<file path="config.mk">
export PLATFORM = sky130hd
export DESIGN_NAME = pcd_frame_decoder
export DESIGN_NICKNAME = d
export VERILOG_FILES = /design/src/rtl/pcd_frame_decoder_pkg.sv /design/src/rtl/crc_a_byte.sv /design/src/rtl/pcd_frame_decoder.sv
export SDC_FILE = /design/constraint.sdc
export NUM_CORES = 1
export LEC_CHECK = 0
export CAP_MARGIN = 20
export CELL_PAD_IN_SITES_DETAIL_PLACEMENT = 0
export CELL_PAD_IN_SITES_GLOBAL_PLACEMENT = 1
export CORE_AREA = 2 2 70 138
export DETAILED_ROUTE_END_ITERATION = 8
export DIE_AREA = 0 0 72 140
export GPL_ROUTABILITY_DRIVEN = 1
export GPL_TIMING_DRIVEN = 0
export MAX_ROUTING_LAYER = met4
export PLACE_DENSITY_LB_ADDON = 0.1
export SETUP_SLACK_MARGIN = 0.4
export SKIP_LAST_GASP = 1
export SYNTH_ARGS = -nofsm -noshare
export SYNTH_HDL_FRONTEND = slang
export SYNTH_SLANG_ARGS = --single-unit
</file>
<file path="constraint.sdc">
create_clock -name clk -period 7.6 [get_ports clk]
set_input_delay 0.76 -clock clk [delete_from_list [all_inputs] [get_ports clk]]
set_output_delay 0.76 -clock clk [all_outputs]
set_load 0.005 [all_outputs]
</file>
<file path="src/rtl/pcd_frame_decoder_pkg.sv">
// Shared types and CRC_A helpers for the PCD->PICC frame decoding path.
package pcd_frame_decoder_pkg;

   typedef enum logic [1:0] {
      SEQ_X     = 2'd0,
      SEQ_Y     = 2'd1,
      SEQ_Z     = 2'd2,
      SEQ_ERROR = 2'd3
   } PCDBitSequence;

   typedef enum logic [1:0] {
      FD_IDLE = 2'd0,
      FD_RX   = 2'd1,
      FD_DROP = 2'd2
   } FrameDecodeState;

   localparam logic [15:0] CRC_A_INIT           = 16'h6363;
   localparam logic [15:0] CRC_A_POLY_REFLECTED = 16'h8408;

   // One byte of reflected CRC_A, LSb of the byte first.
   function automatic logic [15:0] crc_a_update(input logic [15:0] crc_in,
                                                input logic [7:0]  dat);
      logic [15:0] c;
      c = crc_in;
      for (int i = 0; i < 8; i++) begin
         if (c[0] ^ dat[i]) c = (c >> 1) ^ CRC_A_POLY_REFLECTED;
         else               c = c >> 1;
      end
      return c;
   endfunction

endpackage

</file>
<file path="src/rtl/crc_a_byte.sv">
// Registered bytewise CRC_A accumulator; also used by the PICC transmit path.
module crc_a_byte
   import pcd_frame_decoder_pkg::*;
(
   input  logic        clk,
   input  logic        rst_n,
   input  logic        init,
   input  logic        en,
   input  logic [7:0]  data,
   output logic [15:0] crc
);

   // init has priority so a new frame never inherits a stale residue
   always_ff @(posedge clk or negedge rst_n) begin
      if (!rst_n)    crc <= CRC_A_INIT;
      else if (init) crc <= CRC_A_INIT;
      else if (en)   crc <= crc_a_update(crc, data);
   end

endmodule

</file>
<file path="src/rtl/pcd_frame_decoder.sv">
// Miller sequence to byte decoder with odd parity, bit-oriented alignment,
// CRC_A residue check and frame length limit.
//
// state   | meaning
// --------+---------------------------------------------------------------
// FD_IDLE | waiting for Z (start of communication)
// FD_RX   | decoding data/parity bits, last bit held pending one symbol
// FD_DROP | frame aborted, silent until the end-of-communication pattern
module pcd_frame_decoder
   import pcd_frame_decoder_pkg::*;
#(
   parameter int MAX_FRAME_BYTES = 64,
   parameter bit CRC_CHECK_EN    = 1'b1
) (
   input  logic                                 clk,
   input  logic                                 rst_n,
   input  PCDBitSequence                        sd_seq,
   input  logic                                 sd_seq_valid,
   input  logic [2:0]                           rx_align,
   output logic                                 soc,
   output logic                                 eoc,
   output logic [7:0]                           data,
   output logic [2:0]                           data_bits,
   output logic                                 data_valid,
   output logic                                 sequence_error,
   output logic                                 parity_error,
   output logic                                 overflow,
   output logic                                 crc_ok,
   output logic [$clog2(MAX_FRAME_BYTES+1)-1:0] byte_count
);

   localparam int BCW = $clog2(MAX_FRAME_BYTES + 1);

   FrameDecodeState state_q, state_d;
   logic [2:0]      align_q, align_d;
   logic [3:0]      bit_pos_q, bit_pos_d;      // 8 means next bit is parity
   logic [7:0]      shreg_q, shreg_d;
   logic            pend_vld_q, pend_vld_d;
   logic            pend_bit_q, pend_bit_d;
   logic            prev_x_q, prev_x_d;
   logic            prev_zero_q, prev_zero_d;  // SOC counts as a 0-symbol
   logic [BCW-1:0]  byte_count_q, byte_count_d;

   logic            soc_q, soc_d, eoc_q, eoc_d;
   logic [7:0]      data_q, data_d;
   logic [2:0]      data_bits_q, data_bits_d;
   logic            data_valid_q, data_valid_d;
   logic            seq_err_q, seq_err_d;
   logic            par_err_q, par_err_d;
   logic            overflow_q, overflow_d;
   logic            crc_ok_q, crc_ok_d;

   logic            crc_init, crc_en;
   logic [15:0]     crc_val;
   logic [3:0]      first_pos;
   logic [3:0]      nbits;
   logic            new_bit;

   if (CRC_CHECK_EN) begin : g_crc
      crc_a_byte u_crc (
         .clk   (clk),
         .rst_n (rst_n),
         .init  (crc_init),
         .en    (crc_en),
         .data  (shreg_q),
         .crc   (crc_val)
      );
   end else begin : g_no_crc
      assign crc_val = 16'h0000;
   end

   // Next-state and registered-output decode for one symbol strobe
   always_comb begin
      state_d      = state_q;
      align_d      = align_q;
      bit_pos_d    = bit_pos_q;
      shreg_d      = shreg_q;
      pend_vld_d   = pend_vld_q;
      pend_bit_d   = pend_bit_q;
      prev_x_d     = prev_x_q;
      prev_zero_d  = prev_zero_q;
      byte_count_d = byte_count_q;
      soc_d        = 1'b0;
      eoc_d        = 1'b0;
      data_d       = data_q;
      data_bits_d  = 3'd0;
      data_valid_d = 1'b0;
      seq_err_d    = 1'b0;
      par_err_d    = 1'b0;
      overflow_d   = 1'b0;
      crc_ok_d     = 1'b0;
      crc_init     = 1'b0;
      crc_en       = 1'b0;
      first_pos    = (byte_count_q == '0) ? {1'b0, align_q} : 4'd0;
      nbits        = bit_pos_q - first_pos;
      new_bit      = (sd_seq == SEQ_X);

      if (sd_seq_valid) begin
         case (state_q)
            FD_IDLE: begin
               if (sd_seq == SEQ_Z) begin
                  state_d      = FD_RX;
                  soc_d        = 1'b1;
                  align_d      = rx_align;
                  bit_pos_d    = {1'b0, rx_align};
                  shreg_d      = 8'h00;
                  pend_vld_d   = 1'b0;
                  prev_x_d     = 1'b0;
                  prev_zero_d  = 1'b1;
                  byte_count_d = '0;
                  crc_init     = 1'b1;
               end
            end

            FD_RX: begin
               if (sd_seq == SEQ_ERROR || (sd_seq == SEQ_Z && prev_x_q)) begin
                  seq_err_d   = 1'b1;
                  state_d     = FD_DROP;
                  prev_x_d    = 1'b0;
                  prev_zero_d = (sd_seq == SEQ_Z);
               end else if (sd_seq == SEQ_Y && prev_zero_q) begin
                  // the pending 0 belongs to the EOC pattern and is discarded
                  eoc_d   = 1'b1;
                  state_d = FD_IDLE;
                  if (bit_pos_q[3]) begin
                     par_err_d = 1'b1;
                  end else if (byte_count_q == '0 && bit_pos_q == {1'b0, align_q}) begin
                     seq_err_d = 1'b1;
                  end else if (bit_pos_q != first_pos) begin
                     data_bits_d = nbits[2:0];
                     data_d      = shreg_q >> first_pos;
                  end else begin
                     crc_ok_d = CRC_CHECK_EN && (32'(byte_count_q) >= 32'd3) &&
                                (crc_val == 16'h0000);
                  end
               end else begin
                  if (pend_vld_q) begin
                     if (bit_pos_q[3]) begin
                        if (^{shreg_q, pend_bit_q}) begin
                           if (byte_count_q == BCW'(MAX_FRAME_BYTES)) begin
                              overflow_d = 1'b1;
                              state_d    = FD_DROP;
                           end else begin
                              data_valid_d = 1'b1;
                              data_d       = shreg_q;
                              crc_en       = 1'b1;
                              byte_count_d = byte_count_q + BCW'(1);
                              bit_pos_d    = 4'd0;
                              shreg_d      = 8'h00;
                           end
                        end else begin
                           par_err_d = 1'b1;
                           state_d   = FD_DROP;
                        end
                     end else begin
                        shreg_d[bit_pos_q[2:0]] = pend_bit_q;
                        bit_pos_d               = bit_pos_q + 4'd1;
                     end
                  end
                  pend_vld_d  = 1'b1;
                  pend_bit_d  = new_bit;
                  prev_x_d    = new_bit;
                  prev_zero_d = !new_bit;
               end
            end

            FD_DROP: begin
               if (sd_seq == SEQ_Y && prev_zero_q) begin
                  eoc_d   = 1'b1;
                  state_d = FD_IDLE;
               end
               prev_x_d    = (sd_seq == SEQ_X);
               prev_zero_d = (sd_seq == SEQ_Y || sd_seq == SEQ_Z);
            end

            default: state_d = FD_IDLE;
         endcase
      end
   end

   // State, datapath and output registers
   always_ff @(posedge clk or negedge rst_n) begin
      if (!rst_n) begin
         state_q      <= FD_IDLE;
         align_q      <= 3'd0;
         bit_pos_q    <= 4'd0;
         shreg_q      <= 8'h00;
         pend_vld_q   <= 1'b0;
         pend_bit_q   <= 1'b0;
         prev_x_q     <= 1'b0;
         prev_zero_q  <= 1'b0;
         byte_count_q <= '0;
         soc_q        <= 1'b0;
         eoc_q        <= 1'b0;
         data_q       <= 8'h00;
         data_bits_q  <= 3'd0;
         data_valid_q <= 1'b0;
         seq_err_q    <= 1'b0;
         par_err_q    <= 1'b0;
         overflow_q   <= 1'b0;
         crc_ok_q     <= 1'b0;
      end else begin
         state_q      <= state_d;
         align_q      <= align_d;
         bit_pos_q    <= bit_pos_d;
         shreg_q      <= shreg_d;
         pend_vld_q   <= pend_vld_d;
         pend_bit_q   <= pend_bit_d;
         prev_x_q     <= prev_x_d;
         prev_zero_q  <= prev_zero_d;
         byte_count_q <= byte_count_d;
         soc_q        <= soc_d;
         eoc_q        <= eoc_d;
         data_q       <= data_d;
         data_bits_q  <= data_bits_d;
         data_valid_q <= data_valid_d;
         seq_err_q    <= seq_err_d;
         par_err_q    <= par_err_d;
         overflow_q   <= overflow_d;
         crc_ok_q     <= crc_ok_d;
      end
   end

   assign soc            = soc_q;
   assign eoc            = eoc_q;
   assign data           = data_q;
   assign data_bits      = data_bits_q;
   assign data_valid     = data_valid_q;
   assign sequence_error = seq_err_q;
   assign parity_error   = par_err_q;
   assign overflow       = overflow_q;
   assign crc_ok         = crc_ok_q;
   assign byte_count     = byte_count_q;

endmodule

</file>
==> summary.txt <==
Run status
  – Outcome: completed

Critical path
  – Crit-path most repeated cell: buf_4
  – Crit Path Max Fanout: 10
  – FF-to-FF End: data[5]
  – Worst stage delay on the critical path: 0.51 ns
  – CP required: ~8 ns
  – Critical Path End Type: flip-flop
  – Slowest-stage cell, CP: clkdlybuf4s50_1
  – Crit-path cells: clkdlybuf4s50_1, inv_1, ha_1, and2_1, clkbuf_1, or3_1, nor4b_2, or2_1, buf_4, buf_4, mux2i_1, nand2_1
  – R2R Path Start: byte_count[4]
  – Startpoint types: input port
  – Setup CP Type: input port to flip-flop
  – R2R depth: 11
  – R2R Setup Slk: around 4.3 ns
  – Crit path arrival time: ~3.6 ns

Clock tree
  – Sink Count: 62
  – Post-cts gate resize count: 0
  – Hold buffers post-CTS: 0
  – Clock root buffer: clkbuf_16
  – CTS tree: yes
  – H-tree depth: 3
  – # Post-CTS Setup Buffers: 0
  – Worst-Skew Late Latency: ~0.33 ns
  – CTS max path bufs: 2
  – Clk slew on worst S/H paths: 0.05 ns
  – Inserted Clock Buffers: 9

Synth
  – Share of the synthesized area in the top cell type: ~34%
  – Ys flop type: dfrtp_1
  – Post-Synthesis Cells: 438
  – Flops & latches, synth: slightly above 60
  – Syn avg cell area: about 9.0 um2
  – Synth area leader: dfrtp_1
  – Yosys warns: 0
  – Post-synth cell types: 69
  – Post-synth EDFFs: 0
  – Ranking of synthesized cells by area: dfrtp_1 34%, mux2i_1 5.6%, dfstp_2 5.3%
  – Post-Syn Area: between 3000 and 4000 um2
  – Synth top cells by count: 54 x dfrtp_1, 54 x nand2_1, 35 x nor2_1, 25 x clkbuf_1, 23 x o21ai_0
  – Total nets after synthesis: 460
  – Post-synth ARST share: 100%
  – Seq/Total Area, Yosys: slightly below 40%

Final layout
  – Fin nets: about 500
  – Fraction of layout cells with a size suffix above 1: 7.61%
  – Fin area: between 4000 and 5000 um2
  – Diodes inserted: 0
  – Area growth from synthesis to layout: 19.0%

Drt
  – DR vias: between 3,000 and 4,000
  – DRC viols: 0
  – Vias per cell: around 5.8
  – DR iter-0 viols: 160
  – Wire per inst: ~19 um
  – Final wirelength: 11,000 um
  – Post-DRT Antenna Nets: 0
  – Drt first pass iters: 5

Timing
  – Final Hold Vio Count: 0
  – Max_slew headroom: 46.0%
  – Fmax: just under 0.3 GHz
  – Max Clock Skew: 0.00829 ns
  – Setup violators final: 0
  – Worst Tran Pin Value: slightly above 0.8 ns
  – Final min period: 3.37 ns
  – Max-slew violations: 0
  – RSZ-0062 raised after global routing: false
  – Final WS setup: between 4 and 5 ns
  – Fin crit share: between 40 and 50%
  – Fin Setup TNS: 0 ns

Placed design
  – RD Place Congestion: 0.911
  – DP Area: 4410 um2
  – Place WS: 3.90 ns
  – Hpwl dp: approximately 8300 um
  – Port bufs: 32

Run
  – Max_cap viols: 0

Floorplanning
  – Die outline height: 140 um
  – Core area: 9010 um2
  – Row cnt: 49
  – Die W: 72 um
  – I/O pin cnt: 33
  – Starting density of the core: 44.0%
  – Die ar.: between 10,000 and 15,000 um2

Min path
  – Hold Path Depth: 1
  – Hold_sp: data[1]
  – Worst hold path type: flip-flop to flip-flop
  – Worst Hold Endpoint: data[1]

GRT
  – GRT Total Usage: 24.1%
  – Grt ovf: 0
  – Largest net degree at the start of global routing: 63
  – First-pass GRT wire length: around 18,000 um
  – Vias in the first global route: ~3,500
  – Initial antenna violation count: 0

Pwr
  – Power Density: approximately 370 nW/um2
  – Pleak: 1.97 nW
  – Peak supply drop: roughly 0.17 mV
cells by family (layout without fill, tap and decap cells):
kind of cell,after synthesis,count (layout),synth area share [%]
flip-flops,62,62,39.4
AND/OR/NAND/NOR,154,154,19.0
AO/OA/AOI/OAI,98,98,16.8
adder cells (fa/ha/maj),14,14,4.61
multiplexers,25,25,6.41
XOR/XNOR,36,36,8.71
buffers and inverters,49,97,5.08
where the power goes:
group | total, mW | switching (mW) | internal, mW
registers | 0.491 | 0.0711 | 0.420
clock network | 0.427 | 0.142 | 0.285
logic | 0.838 | 0.501 | 0.337
worst max-delay path, delay by kind of cell:
family / cells / cell delay [ns]
fa+ha+maj: 1 / 0.21
buf+inv: 5 / 1.23
mux: 1 / 0.22
simple gates: 5 / 1.20
state kept, by name, summed over array words and instances, names as in the netlist:
register	cells
shreg_q	8
align_q	3
pend_bit_q	1
state_q	2
parity_error	1
eoc	1
data_bits	3
g_crc.u_crc.crc	16
prev_zero_q	1
data_valid	1
byte_count	7
pend_vld_q	1
crc_ok	1
sequence_error	1
prev_x_q	1
overflow	1
soc	1
data	8
bit_pos_q	4
how the worst max path moves through the flow:
stage | start | endpoint
after floorplan | sd_seq[0] | g_crc.u_crc.crc[14]
after global placement | rst_n | prev_x_q
after detailed placement | sd_seq[1] | g_crc.u_crc.crc[14]
after CTS | sd_seq[1] | g_crc.u_crc.crc[14]
after global routing | sd_seq[1] | g_crc.u_crc.crc[13]
final | sd_seq[1] | g_crc.u_crc.crc[13]
metrics by stage:
step | instances | hold WS, ns | total power [mW] | utilization [%]
floorplan | 438 | 0.464 | 1.08 | -
global placement | 572 | 0.461 | 1.32 | 49.0
detailed placement | 572 | 0.466 | 1.33 | 48.9
CTS | 588 | 0.476 | 1.77 | 52.3
global route | 588 | 0.487 | 1.89 | 52.3
finish | 588 | 0.471 | 1.76 | 52.3
per-layer routing:
| metal | global-route usage, % | share of wire, % | vias up |
|---|---|---|---|
| li1 | - | - | 1642 |
| met1 | 24.1 | 37 | 1612 |
| met2 | 42.4 | 56 | 94 |
| met3 | 4.24 | 2.6 | 38 |
| met4 | 13.9 | 4.6 | 0 |
| met5 | - | 0 | - |
cell type report:
type / count / area, um2
Clock inverter: 5 / 75.1
Tap cell: 102 / 128
Timing Repair Buffer: 32 / 318
Fill cell: 882 / 4300
Buffer: 32 / 138
Sequential cell: 62 / 1560
Multi-Input combinational cell: 327 / 2200
Clock buffer: 11 / 233
Inverter: 17 / 63.8
layout by cell type (no fill, tap or decap), types with 4 or more instances in the layout:
| master | n |
|---|---|
| o31ai_1 | 4 |
| nor4_1 | 6 |
| clkbuf_16 | 9 |
| clkdlybuf4s50_1 | 31 |
| a21oi_1 | 21 |
| nand2b_1 | 5 |
| clkbuf_1 | 27 |
| a211oi_1 | 5 |
| dfstp_2 | 8 |
| xnor2_1 | 21 |
| dfrtp_1 | 54 |
| o21ai_0 | 23 |
| nand3_1 | 15 |
| nand2_1 | 54 |
| nor3_1 | 6 |
| ha_1 | 13 |
| a21o_1 | 5 |
| or3_1 | 5 |
| xor2_1 | 13 |
| nor2_1 | 35 |
| inv_1 | 17 |
| nor2b_1 | 5 |
| buf_4 | 5 |
| mux2i_1 | 22 |
(Power assumes the default switching activity.)
